==> src/rtl/instruction_fetch_unit.sv <==
// Fetch front end: issues word-aligned reads, queues returned words with their PCs,
// and hands them to decode in order; a redirect flushes the queue and drops stale responses.
module instruction_fetch_unit #(
  parameter int unsigned DEPTH    = 4,
  parameter logic [31:0] RESET_PC = 32'h0000_0000
) (
  input  logic        clock,
  input  logic        reset,
  output logic        fetch_request_valid,
  input  logic        fetch_request_ready,
  output logic [31:0] fetch_address,
  input  logic        fetch_response_valid,
  input  logic [31:0] fetch_response_data,
  input  logic        redirect,
  input  logic [31:0] redirect_target,
  output logic        instruction_valid,
  input  logic        instruction_ready,
  output logic [31:0] instruction,
  output logic [31:0] instruction_pc
);
  localparam int unsigned CW = $clog2(DEPTH + 1);
  localparam int unsigned PW = $clog2(DEPTH);
  localparam logic [CW:0] DEPTH_LIMIT = (CW + 1)'(DEPTH);

  logic [31:0]   fetch_pc;
  logic [CW-1:0] count;
  logic [CW-1:0] outstanding;
  logic [CW-1:0] drop;
  logic [CW-1:0] in_flight_next;
  logic [PW-1:0] q_wr;
  logic [PW-1:0] q_rd;
  logic [PW-1:0] p_wr;
  logic [PW-1:0] p_rd;
  logic [31:0]   q_word [DEPTH];
  logic [31:0]   q_pc   [DEPTH];
  logic [31:0]   p_pc   [DEPTH];
  logic [CW:0]   in_use;
  logic          accept;
  logic          respond;
  logic          keep;
  logic          dequeue;
  logic          unused_target_bits;

  assign unused_target_bits = ^redirect_target[1:0];

  // Credit covers both queued words and requests still in flight, so every
  // response is guaranteed a queue slot.
  assign in_use              = {1'b0, count} + {1'b0, outstanding};
  assign fetch_request_valid = !reset && (in_use < DEPTH_LIMIT);
  assign fetch_address       = fetch_pc;
  assign accept              = fetch_request_valid && fetch_request_ready;
  assign respond             = fetch_response_valid && !reset;
  assign keep                = respond && (drop == '0) && !redirect;
  assign instruction_valid   = (count != '0) && !reset;
  assign dequeue             = instruction_valid && instruction_ready;
  assign instruction         = q_word[q_rd];
  assign instruction_pc      = q_pc[q_rd];
  assign in_flight_next      = outstanding + CW'(accept) - CW'(respond);

  always_ff @(posedge clock) begin
    if (accept) begin
      p_pc[p_wr] <= fetch_pc;
    end
    if (keep) begin
      q_word[q_wr] <= fetch_response_data;
      q_pc[q_wr]   <= p_pc[p_rd];
    end
  end

  always_ff @(posedge clock) begin
    if (reset) begin
      fetch_pc    <= RESET_PC;
      count       <= '0;
      outstanding <= '0;
      drop        <= '0;
      q_wr        <= '0;
      q_rd        <= '0;
      p_wr        <= '0;
      p_rd        <= '0;
    end else begin
      if (accept) begin
        p_wr <= p_wr + PW'(1);
      end
      if (respond) begin
        p_rd <= p_rd + PW'(1);
      end
      outstanding <= in_flight_next;
      // Every request still in flight after this edge belongs to the old path.
      if (redirect) begin
        fetch_pc <= {redirect_target[31:2], 2'b00};
        count    <= '0;
        q_wr     <= '0;
        q_rd     <= '0;
        drop     <= in_flight_next;
      end else begin
        if (accept) begin
          fetch_pc <= fetch_pc + 32'd4;
        end
        if (respond && (drop != '0)) begin
          drop <= drop - CW'(1);
        end
        if (keep) begin
          q_wr <= q_wr + PW'(1);
        end
        if (dequeue) begin
          q_rd <= q_rd + PW'(1);
        end
        count <= count + CW'(keep) - CW'(dequeue);
      end
    end
  end
endmodule

==> config.mk <==
export PLATFORM = sky130hd
export DESIGN_NAME = instruction_fetch_unit
export DESIGN_NICKNAME = d
export VERILOG_FILES = /design/src/rtl/instruction_fetch_unit.sv
export SDC_FILE = /design/constraint.sdc
export NUM_CORES = 1
export LEC_CHECK = 0
export ABC_AREA = 1
export CORE_MARGIN = 2
export CORE_UTILIZATION = 50
export CTS_CLUSTER_DIAMETER = 30
export DETAILED_ROUTE_END_ITERATION = 8
export PLACE_DENSITY = 0.79
export SETUP_SLACK_MARGIN = 0.5
export SYNTH_ARGS = -nofsm -noshare
export SYNTH_HDL_FRONTEND = slang
export SYNTH_SLANG_ARGS = --single-unit
==> constraint.sdc <==
create_clock -name clock -period 4.2 [get_ports clock]
set_input_delay 0.84 -clock clock [delete_from_list [all_inputs] [get_ports clock]]
set_output_delay 0.84 -clock clock [all_outputs]
set_load 0.03 [all_outputs]
# Word-level counts from Yosys, hierarchy flattened
# Memory sizes are Yosys's and may differ from the RTL's. A register that Yosys moved wholly into a read port is not among the register bits.
# Cells that the tools add are included.
# word_totals
reg_bits,49
ramBits,384
out_inout_bits,98
wordCells,54
memories,3
# memory_table
name,depth,width,rd,rd_clocked_by_memory_dff,wr,line,source
p_pc,4,32,1,1,1,36,logic [31:0] p_pc [DEPTH];
q_pc,4,32,1,1,1,35,logic [31:0] q_pc [DEPTH];
q_word,4,32,1,1,1,34,logic [31:0] q_word [DEPTH];
# classes
addsub,11
n_lt_le_gt_ge,1
n_mux,14
n_reduce_logical,16
# op_table
cell,count
two-way mux 32 bit,2
adder 32 x 3 -> 32 bit (second input constant),1
two-way mux 2 bit,6
adder 2 x 1 -> 2 bit (second input constant),4
logical AND 1 bit,8
adder 3 x 1 -> 3 bit,2
two-way mux 3 bit,2
nonzero test 3 bit,2
subtractor 3 x 1 -> 3 bit,2
adder 3 x 3 -> 4 bit,1
< comparator 4 x 3 -> 1 bit (second input constant),1
two-way mux 1 bit,4
nonzero test 2 bit,2
zero test 3 bit,1
subtractor 3 x 1 -> 3 bit (second input constant),1
zero test 1 bit,2
OR reduction 2 bit,1

# Longest topological paths before layout
# Gate-level depths: netlist of run 1.
# logic_depth
word_depth,7
mapped_depth,14

# Worst setup path after synthesis of run 1
# Ideal clock, no wire load.
# synth_path
kind,input port to flip-flop
from,in fetch_response_valid
to,"mem q_pc[0][10], enable pin"
arrival_time_ps,4009
required_ps,3718
path_slack_ps,-291
stages,6
n_path_buf,0
cell_sequence,inv_1 -> nor2_1 -> nand3_1 -> nor2_1 -> inv_1 -> nor2_1
# synth_between
elab_chain_len,5
# synth_lines
element,line,source
"start, declared",12,"input logic fetch_response_valid,"
logical AND 1 bit,52,assign respond = fetch_response_valid && !reset;
named net respond,39,logic respond;
logical AND 1 bit (2 in series),53,assign keep = respond && (drop == '0) && !redirect;
named net keep,40,logic keep;
two-way mux 1 bit,64,if (keep) begin
two-way mux 1 bit (not written as such),66,q_pc[q_wr] <= p_pc[p_rd];
"end, declared",35,
# The timed path passes the listed nets, and every way through them passes these cells.

==> summary.md, run 1 <==
| Metric | Value |
|---|---|
| Status | finished, final reports clean |
| Routed len/inst | 18.1 µm |
| First-pass GRT wire length | 60,900 µm |
| Root buffer cell | clkbuf_16 |
| Register area | 12,100 µm² |
| Top cells by count, synth | 368 x edfxtp_1, 240 x nor2_1, 206 x o21ai_0, 140 x nand2_1 |
| # setup viols final | 0 |
| CTS tree | done |
| CP max stage delay | 0.74 ns |
| Core Area | 33,400 µm² |
| Crit path max-delay family | buffers and inverters |
| Post-Syn Area | 16,900 µm² |
| I/O Pins | 168 |
| Number of global-route vias before repair | 11.7k |
| Initial antenna violation count | 0 |
| DPL Wire Length | 22,900 µm |
| Initial drt markers | 979 |
| Num CTS Buffers | 75 |
| Synth Area in Simple Gates | 0.115 |
| Clk sink count | 419 |
| Post-synth top area cell | edfxtp_1 |
| Least-Margin Pin Slew | 0.957 ns |
| Seq cells post-synth | 419 |
| YS warnings | 0 |
| Area of the die | 35,300 µm² |
| RR Endpoint | q_pc[1][22] |
| Setup WS pre-CTS | 0.915 ns |
| Vias | 11.6k |
| HP Class | flip-flop to flip-flop |
| CTS clk-pin slew, worst paths | 0.04 ns |
| CP Class | flip-flop to output pin |
| ANT nets after route | 0 |
| Row cnt | 67 |
| CP startpoint kind | flip-flop |
| Top-count cell post-synth | edfxtp_1 |
| Hold path endpoint | p_rd[1] |
| DRC viols | 0 |
| Critical path, cell by cell | buf_4, o21ai_0, o22ai_1, clkdlybuf4s50_1 |
| MaxCap Viol Count | 0 |
| Fin worst setup slack | 0.686 ns |
| R2R setup slack | 1.55 ns |
| Max Slew Vio Count | 0 |
| Yosys cell types | 31 |
| Max frequency | 285 MHz |
| Syn Inst Count | 1,429 |
| Starting density of the core | 0.506 |
| XOR/XNOR Fraction of Synth Area | 0.00311 |
| Final-stage net count | 1,714 |
| Via density | 5.46 |
| Worst path required time | 3.36 ns |
| Setup Buffers After CTS | 0 |
| Unrepaired setup endpoints after global routing | no |
| Skew-Pair Late Insertion Delay | 0.58 ns |
| Ranking of synthesized cells by area | edfxtp_1 65%, o21ai_0 6.1%, dfxtp_1 6.0%, nor2_1 5.3%, o22ai_1 3.4% |
| Seq/Total Area, Yosys | 0.715 |
| DRT Pass-1 Iters | 5 |
| Slew headroom | 0.361 |
| Fin crit period | 3.51 ns |
| WP buf/inv | 2 |
| Post-synth EDFFs | 368 |
| Pwr/cell area | 532 nW/µm² |
| GR Overflow Total | 0 |
| Crit end category | output pin |
| Clock skew | 0.0336 ns |
| Post-synthesis async set-or-reset flop share | 0 |
| Diodes inserted | 0 |
| Post-Syn Area per Cell | 11.8 µm² |
| Reg2reg path depth | 5 |
| Max FO, Critical Path | 33 |
| Area Overhead vs Synth | 28.8% |
| Die H | 188 µm |
| DRT Wirelength | 38,700 µm |
| Fillers | 2,356 |
| Adder-cell area share of the yosys netlist | 0.0150 |
| Tot Pwr | 0.0116 W |
| Max clock buf depth | 3 |
| Footprint of the multi-input gates | 4180 µm² |
| Overall Global Routing Usage | 0.218 |
| Post-synth top area share | 0.655 |
| H-tree lvl count | 3 |
| Largest family of logic cells by synthesized area | simple AND/OR/NAND/NOR gates |
| Mux share of post-synthesis cell area | 0 |
| Critical path arrival | 2.67 ns |
| Largest net degree at the start of global routing | 73 |
| Hold Fails Final Rpt | 0 |
| Hold depth | 1 |
| Leak | 7.67 nW |
| Final period utilization | 0.837 |
| Hold Startpoint | p_rd[1] |
| Number of port buffers | 161 |
| GP Congestion | 0.815 |
| Worst VDD drop | 389 µV |
| CP max stage cell | clkdlybuf4s50_1 |
| DIE WIDTH | 188 µm |
| Share of layout cells above drive strength 1 | 0.111 |
| Post-synth top flop | edfxtp_1 |
| Compound-gate portion of the synthesized area | 0.111 |
[power breakdown]
part	internal (W)	leakage [nW]	switching, W
registers	0.00472	3.77	0.0000944
clock network	0.00395	1.24	0.00204
logic	0.000270	2.66	0.000485
total	0.00894	7.67	0.00262
[flip-flops by register name (all words and copies together), names as in the netlist, named ones only]
register,count
count,3
drop,3
fetch_address,30
outstanding,3
p_pc,120
p_rd,2
p_wr,2
q_pc,120
q_rd,2
q_word,128
q_wr,2
[cell families (layout without fill, tap and decap cells)]
kind of cell	after synthesis	after routing
buffers and inverters	171	426
adders and majority gates	19	19
DFF	419	419
other	1	4
AOI/OAI and AO/OA	347	347
xor gates and xnor gates	6	6
and+or+nand+nor	466	466
[worst max path at each step]
| stage | slack, ns | cells after the start | to |
|---|---|---|---|
| 3_5_place_dp | 0.92 | 7 | q_word[2][21] |
| 2_1_floorplan | -0.29 | 6 | q_pc[0][10] |
| 6_report | 0.69 | 4 | instruction_pc[30] |
| 3_3_place_gp | 0.94 | 3 | instruction_valid |
| 4_1_cts | 0.54 | 5 | instruction_pc[30] |
| 5_1_grt | 0.55 | 4 | instruction_pc[30] |
[final cells by class]
class,instances,share of cell area
clock buffer,83,0.0886
clock inverter,56,0.0298
inverter,93,0.0161
multi-input combinational,842,0.192
sequential,419,0.555
tap,448,0.0258
timing repair buffer,194,0.0920
[cells in the final DEF (no fill, tap or decap), types with 2 or more instances in the layout]
| master | instances |
|---|---|
| dfxtp_1 | 49 |
| clkinv_1 | 12 |
| buf_4 | 21 |
| nand2_1 | 140 |
| clkbuf_8 | 2 |
| xor2_1 | 5 |
| ha_1 | 17 |
| buf_12 | 11 |
| clkinv_8 | 5 |
| clkinv_4 | 7 |
| nor2_1 | 232 |
| clkbuf_1 | 6 |
| o21ai_0 | 206 |
| nor2_4 | 11 |
| inv_6 | 2 |
| nand2_4 | 2 |
| clkbuf_16 | 75 |
| a31oi_1 | 5 |
| inv_1 | 91 |
| and2_1 | 2 |
| nand2_2 | 4 |
| nor2_2 | 11 |
| conb_1 | 4 |
| o21bai_1 | 7 |
| o22ai_1 | 92 |
| edfxtp_1 | 368 |
| clkdlybuf4s50_1 | 161 |
| clkinvlp_4 | 7 |
| fa_1 | 2 |
| clkinv_2 | 13 |
| a21oi_1 | 35 |
| nand3_1 | 59 |
| nor3_1 | 3 |
| bufinv_16 | 10 |
[per-stage QoR]
step                TNS (ns)  instance area (µm²)  cells  hold slack (ns)  utilization
floorplan             -72.10                16900   1432            0.412            -
global placement           0                19200   1996            0.431        0.574
detailed placement         0                19200   1996            0.427        0.574
CTS                        0                21700   2135            0.446        0.652
global route               0                21700   2135            0.476        0.652
finish                     0                21700   2135            0.448        0.652
[what timing repair did]
item	CTS	global route
resized for setup	0	1
hold buffers	0	0
endpoints found under the setup margin	0	2
endpoints found under the hold margin	0	0
[metal layers]
metal	GRT usage	vias up	share of wire
li1	-	5498	-
met1	0.279	5583	0.41
met2	0.373	496	0.49
met3	0.0479	71	0.077
met4	0.0709	0	0.020
met5	0	-	0
Note: power is estimated with default switching activity, not from simulation.
==> inputs of run 2 (changes only) <==
PLACE_DENSITY = 0.76   (was 0.79)
clock period = 3.3 ns   (was 4.2 ns; I/O delays follow)
==> run 2 against run 1 <==
Clock power up 21%. Utilization about the same. Worst hold slack better by 0.0055 ns. Sequential cell count unchanged. Global-route usage down 0.36 points. Sequential share of layout area about the same. Critical endpoint is now instruction[15]. Largest cell class unchanged. Largest power group unchanged.
==> summary.md, run 2 (synthesis results as in run 1) <==
| Metric | Value |
|---|---|
| Max FO, Critical Path | 41 (was 33) |
| Area of the die | 35,300 µm² (unchanged) |
| DPL Wire Length | 22,900 µm (about the same) |
| Largest net degree at the start of global routing | 125 (was 73) |
| Initial antenna violation count | 0 (unchanged) |
| MaxCap Viol Count | 0 (unchanged) |
| Die H | 188 µm (unchanged) |
| Overall Global Routing Usage | 0.215 (was 0.218) |
| Skew-Pair Late Insertion Delay | 0.55 ns (was 0.58 ns) |
| Hold Fails Final Rpt | 0 (unchanged) |
| ANT nets after route | 0 (unchanged) |
| Tot Pwr | 0.0144 W (was 0.0116 W) |
| Max Slew Vio Count | 0 (unchanged) |
| Final-stage net count | 1,713 (was 1,714) |
| Area Overhead vs Synth | 28.8% (about the same) |
| Vias | 11.7k (was 11.6k) |
| CP startpoint kind | flip-flop (unchanged) |
| CTS clk-pin slew, worst paths | 0.05 ns (was 0.04 ns) |
| HP Class | flip-flop to flip-flop (unchanged) |
| CTS tree | done (unchanged) |
| Number of global-route vias before repair | 11.4k (was 11.7k) |
| Clock skew | 0.0229 ns (was 0.0336 ns) |
| Routed len/inst | 18.4 µm (was 18.1 µm) |
| Hold path endpoint | p_rd[1] (unchanged) |
| Max clock buf depth | 3 (unchanged) |
| Crit path max-delay family | buffers and inverters (unchanged) |
| R2r startpoint | count[2] |
| Max frequency | 366 MHz |
| Core Area | 33,400 µm² (unchanged) |
| GP Congestion | 0.840 (was 0.815) |
| Clk pwr share | 0.505 (was 0.518) |
| Pwr/cell area | 660 nW/µm² (was 532 nW/µm²) |
| H-tree lvl count | 3 (unchanged) |
| DIE WIDTH | 188 µm (unchanged) |
| Starting density of the core | 0.506 (unchanged) |
| # setup viols final | 0 (unchanged) |
| Least-Margin Pin Slew | 0.925 ns (was 0.957 ns) |
| Worst path required time | 2.64 ns (was 3.36 ns) |
| Reg2reg path depth | 13 (was 5) |
| Combinational Power Share | 0.069 (was 0.065) |
| Row cnt | 67 (unchanged) |
| Worst VDD drop | 377 µV (was 389 µV) |
| Switching Fraction | 0.225 (was 0.227) |
| Crit end category | output pin (unchanged) |
| Status | finished, final reports clean (unchanged) |
| Net Switching | 0.00322 W (was 0.00262 W) |
| R2R setup slack | 0.90 ns (was 1.55 ns) |
| GR Overflow Total | 0 (unchanged) |
| Diodes inserted | 0 (unchanged) |
| Unrepaired setup endpoints after global routing | yes (was no) |
| First-pass GRT wire length | 59,500 µm (was 60,900 µm) |
| Clk sink count | 419 (unchanged) |
| Fin crit period | 2.73 ns |
| CP Class | flip-flop to output pin (unchanged) |
| RR Endpoint | drop[2] (was q_pc[1][22]) |
| Max FFs per register | 128 (unchanged) |
| Hold depth | 1 (unchanged) |
| Number of port buffers | 161 (unchanged) |
| WP buf/inv | 3 (was 2) |
| DRC viols | 0 (unchanged) |
| Root buffer cell | clkbuf_16 (unchanged) |
| Largest Register | q_word (unchanged) |
| Critical path, cell by cell | inv_8, buf_6, o21ai_0, o22ai_1, buf_4 (was buf_4, o21ai_0, o22ai_1, clkdlybuf4s50_1) |
| Seq pwr share | 0.426 (was 0.416) |
| Via density | 5.49 (was 5.46) |
| DRT Wirelength | 39,100 µm (was 38,700 µm) |
| Finished Layout Cells | 2,129 (was 2,135) |
| Num CTS Buffers | 71 (was 75) |
| CP max stage delay | 0.40 ns (was 0.74 ns) |
| Hold Startpoint | p_rd[1] (unchanged) |
| Dpl cells | 1,998 (was 1,996) |
| Commonest cells after routing, fill and taps aside | 368 x edfxtp_1, 232 x nor2_1, 206 x o21ai_0, 140 x nand2_1, 97 x clkdlybuf4s50_1 (was 368 x edfxtp_1, 232 x nor2_1, 206 x o21ai_0, 161 x clkdlybuf4s50_1, 140 x nand2_1) |
| DRT Pass-1 Iters | 5 (unchanged) |
| Share of layout cells above drive strength 1 | 0.152 (was 0.111) |
| Regs by FF count | q_word x128, p_pc x120, q_pc x120 (unchanged) |
| CP max stage cell | dfxtp_4 (was clkdlybuf4s50_1) |
| Slew headroom | 0.383 (was 0.361) |
| Commonest non-fill, non-tap cell in the layout | edfxtp_1 (unchanged) |
| Internal Power | 0.0111 W (was 0.00894 W) |
| Leak | 7.77 nW (was 7.67 nW) |
| I/O Pins | 168 (unchanged) |
| Final period utilization | 0.827 |
| Critical path arrival | 2.07 ns (was 2.67 ns) |
| Post-Route Setup TNS | 0 ns (unchanged) |
| Initial drt markers | 1,017 (was 979) |
| Hold Buf Count CTS | 0 (unchanged) |
| Hold_ws | 0.454 ns (was 0.448 ns) |
-- run 2: changes by cell type in the layout (fill, tap and decap cells not counted), moves of 8 or more --
cell / delta
o22ai_2: +8
clkdlybuf4s50_1: -64
buf_12: +16
o22ai_1: -8
buf_4: +47
-- run 2: stage by stage --
step	cell area [µm²]	setup slack, ns	utilization
after floorplan	16900	0.00237	-
final	21700	0.570	0.652
after CTS	21700	0.502	0.649
after global routing	21700	0.487	0.652
after detailed placement	19200	0.177	0.576
after global placement	19200	0.232	0.576
-- run 2: how the worst max path moves through the flow --
stage                    startpoint            endpoint  slack (ns)  cells after the start
3_3_place_gp   fetch_response_valid         q_pc[1][28]        0.23                      8
4_1_cts                   flip-flop  instruction_pc[30]        0.50                      4
2_1_floorplan  fetch_response_valid         q_pc[0][10]       0.002                      6
3_5_place_dp   fetch_response_valid        q_word[1][6]        0.18                      8
6_report                  flip-flop     instruction[15]        0.57                      5
5_1_grt                   flip-flop  instruction_pc[19]        0.49                      5
-- run 2: area by class of cell --
| cell class | instances | area (µm²) |
|---|---|---|
| multi-input cells | 842 | 4230 |
| repair buffers | 197 | 2110 |
| fillers | 2367 | 11600 |
| flip-flops and latches | 419 | 12100 |
| clock inverters | 48 | 517 |
| clock buffers | 82 | 1890 |
| inverters | 93 | 357 |
| well taps | 448 | 561 |
-- run 2: routing by layer --
| layer | global-route usage | vias up | share of wire |
|---|---|---|---|
| li1 | - | 5497 | - |
| met1 | 0.283 | 5576 | 0.41 |
| met2 | 0.362 | 549 | 0.49 |
| met3 | 0.0404 | 70 | 0.086 |
| met4 | 0.0706 | 0 | 0.020 |
| met5 | 0 | - | 0 |
-- run 2: timing repair --
| action | in CTS | in global routing |
|---|---|---|
| gates cloned | 0 | 1 |
| buffers inserted | 0 | 0 |
| endpoints found under the setup margin | 47 | 31 |
| resized for setup | 4 | 10 |
-- run 2: power groups by stage --
stage	combinational (W)	clock, W	sequential, W
detailed placement	0.000987	0	0.00621
floorplan	0.000520	0	0.00622
CTS	0.000997	0.00732	0.00611
global route	0.00109	0.00758	0.00613
finish	0.000995	0.00724	0.00612
global placement	0.000959	0	0.00620
==> inputs of run 3 (changes only) <==
PLACE_DENSITY = 0.79   (was 0.76)
clock period = 2.3 ns   (was 3.3 ns; I/O delays follow)
==> run 3 against run 2 <==
The flow now finishes with violations (negative setup slack). Cell count increased by 5.3%. Clock power increased by 64%. Highest routed layer unchanged. Wire length increased by 51%. Worst hold slack improved by 0.0044 ns.
==> summary.md, run 3 (synthesis results as in run 1) <==
| Metric | Value |
|---|---|
| Status | complete, but fails checks (was finished, final reports clean) |
| Violated checks | negative setup slack |
| GR Overflow Total | 0 (unchanged) |
| H-tree lvl count | 3 (unchanged) |
| Number of port buffers | 161 (unchanged) |
| Leak | 9.11 nW (was 7.77 nW) |
| Via density | 6.18 (was 5.49) |
| Worst VDD drop | 590 µV (was 377 µV) |
| Area of the die | 35,300 µm² (unchanged) |
| Hold Fails Final Rpt | 0 (unchanged) |
| MaxCap Viol Count | 0 (unchanged) |
| HP Class | flip-flop to flip-flop (unchanged) |
| Crit end category | output pin (unchanged) |
| Seq pwr share | 0.387 (was 0.426) |
| GP Congestion | 0.884 (was 0.840) |
| Num CTS Buffers | 75 (was 71) |
| DRT Pass-1 Iters | 6 (was 5) |
| Crit path max-delay family | buffers and inverters (unchanged) |
| Skew-Pair Late Insertion Delay | 0.59 ns (was 0.55 ns) |
| Starting density of the core | 0.506 (unchanged) |
| Max FFs per register | 128 (unchanged) |
| Post-Place Cell Area | 20,000 µm² (was 19,200 µm²) |
| Post-route cell area | 25,600 µm² (was 21,700 µm²) |
| Net Switching | 0.00555 W (was 0.00322 W) |
| Critical path arrival | 1.94 ns (was 2.07 ns) |
| Combinational Power Share | 0.091 (was 0.069) |
| Area Overhead vs Synth | 51.5% (was 28.8%) |
| I/O Pins | 168 (unchanged) |
| DRC viols | 0 (unchanged) |
| DIE WIDTH | 188 µm (unchanged) |
| CTS clk-pin slew, worst paths | 0.06 ns (was 0.05 ns) |
| Grt met3 use | 0.0616 (was 0.0404) |
| M2 GR Usage | 0.459 (was 0.362) |
| Fin crit period | 2.40 ns |
| Clk pwr share | 0.522 (was 0.505) |
| Share of layout cells above drive strength 1 | 0.372 (was 0.152) |
| Final-stage net count | 1,820 (was 1,713) |
| Fin worst setup slack | -0.102 ns (was 0.570 ns) |
| CP Class | flip-flop to output pin (unchanged) |
| DRT Wirelength | 59,200 µm (was 39,100 µm) |
| Vias | 13.9k (was 11.7k) |
| Max FO, Critical Path | 8 (was 41) |
| Critical path, cell by cell | buf_12, buf_16, o21ai_2, o22ai_2, buf_12 (was inv_8, buf_6, o21ai_0, o22ai_1, buf_4) |
| Most frequent CP cell | buf_12 |
| Max frequency | 416 MHz |
| Internal Power | 0.0172 W (was 0.0111 W) |
| Overall Global Routing Usage | 0.271 (was 0.215) |
| Core Area | 33,400 µm² (unchanged) |
| CTS tree | done (unchanged) |
| Commonest cells after routing, fill and taps aside | 368 x edfxtp_1, 176 x nor2_1, 137 x nand2_1, 102 x clkbuf_16, 83 x o21ai_0 (was 368 x edfxtp_1, 232 x nor2_1, 206 x o21ai_0, 140 x nand2_1, 97 x clkdlybuf4s50_1) |
| ANT nets after route | 0 (unchanged) |
| Commonest non-fill, non-tap cell in the layout | edfxtp_1 (unchanged) |
| Max Slew Vio Count | 0 (unchanged) |
| Initial antenna violation count | 0 (unchanged) |
| Clk sink count | 419 (unchanged) |
| Met1 Usage GRT | 0.333 (was 0.283) |
| Routed len/inst | 26.4 µm (was 18.4 µm) |
| Max clock buf depth | 3 (unchanged) |
| Initial drt markers | 1,892 (was 1,017) |
| Final period utilization | 1.04 |
| Post-Route Setup TNS | -1.98 ns (was 0 ns) |
| Row cnt | 67 (unchanged) |
| Root buffer cell | clkbuf_16 (unchanged) |
| CP max stage cell | dfxtp_4 (unchanged) |
| Clock skew | 0.0329 ns (was 0.0229 ns) |
| Die H | 188 µm (unchanged) |
| WP buf/inv | 3 (unchanged) |
| Core Util, Final | 0.767 (was 0.652) |
| Largest Register | q_word (unchanged) |
| Hold Buf Count CTS | 0 (unchanged) |
| Largest net degree at the start of global routing | 61 (was 125) |
| # setup viols final | 36 (was 0) |
| Number of global-route vias before repair | 12.9k (was 11.4k) |
| CP startpoint kind | flip-flop (unchanged) |
| Regs by FF count | q_word x128, p_pc x120, q_pc x120 (unchanged) |
| Least-Margin Pin Slew | 0.599 ns (was 0.925 ns) |
| Gr busiest metal | met2 (unchanged) |
| CP max stage delay | 0.44 ns (was 0.40 ns) |
| Unrepaired setup endpoints after global routing | yes (unchanged) |
| Tot Pwr | 0.0227 W (was 0.0144 W) |
| Diodes inserted | 0 (unchanged) |
| First-pass GRT wire length | 73,700 µm (was 59,500 µm) |
| DPL Wire Length | 25,100 µm (was 22,900 µm) |
| Pwr/cell area | 889 nW/µm² (was 660 nW/µm²) |
| Slew headroom | 0.600 (was 0.383) |
| Worst path required time | 1.84 ns (was 2.64 ns) |
| Switching Fraction | 0.244 (was 0.225) |
| Hold_ws | 0.458 ns (was 0.454 ns) |
-- run 3: worst paths after layout --
path	start	slack [ns]	cells after the start	endpoint
min reg2reg	p_rd[1]	0.46	1	flip-flop
max reg2reg	count[2]	0.07	13	drop[2]
max	flip-flop	-0.10	5	instruction_pc[6]
min	p_rd[1]	0.46	1	flip-flop
-- run 3: final cells by class --
cell class              instances  area, µm²
clock buffers                  86       1980
clock inverters                54        688
fillers                      1731       7790
inverters                      93        382
multi-input cells             842       5770
flip-flops and latches        419      12100
well taps                     448        561
repair buffers                300       4070
-- run 3: worst register-to-register path, stage by stage (launching register included) --
cell,delay (ns)
dfxtp_2,0.33
ha_4,0.24
nor2_4,0.15
nand4_4,0.12
ha_4,0.31
inv_4,0.04
ha_4,0.14
fa_2,0.33
inv_2,0.07
xor2_2,0.14
nand2_1,0.07
nand2_1,0.10
nand3_2,0.07
nand2_1,0.07
-- run 3: per-stage QoR --
step                      setup WS [ns]  std cells
after floorplan                 0.00647       1432
after CTS                       -0.0485       2190
after global placement           -0.319       2025
final                            -0.102       2242
after detailed placement         -0.342       2025
after global routing             -0.131       2242
-- run 3: layer usage --
metal	vias to the layer above	share of wire
met1	6708	0.34
li1	5741	-
met3	238	0.10
met4	0	0.056
met2	1167	0.49
met5	-	0
-- run 3: timing repair --
action	in CTS	in global routing
cloned	10	35
setup endpoints to repair	471	537
gates resized for setup	317	298
setup buffers	15	17
pin swaps	29	109
-- run 3: power groups by stage --
stage	clock [W]	combinational, W	sequential (W)
after floorplan	0	0.000844	0.00894
after global placement	0	0.00154	0.00889
after detailed placement	0	0.00158	0.00890
after CTS	0.0117	0.00173	0.00878
after global routing	0.0122	0.00219	0.00882
final	0.0119	0.00207	0.00881
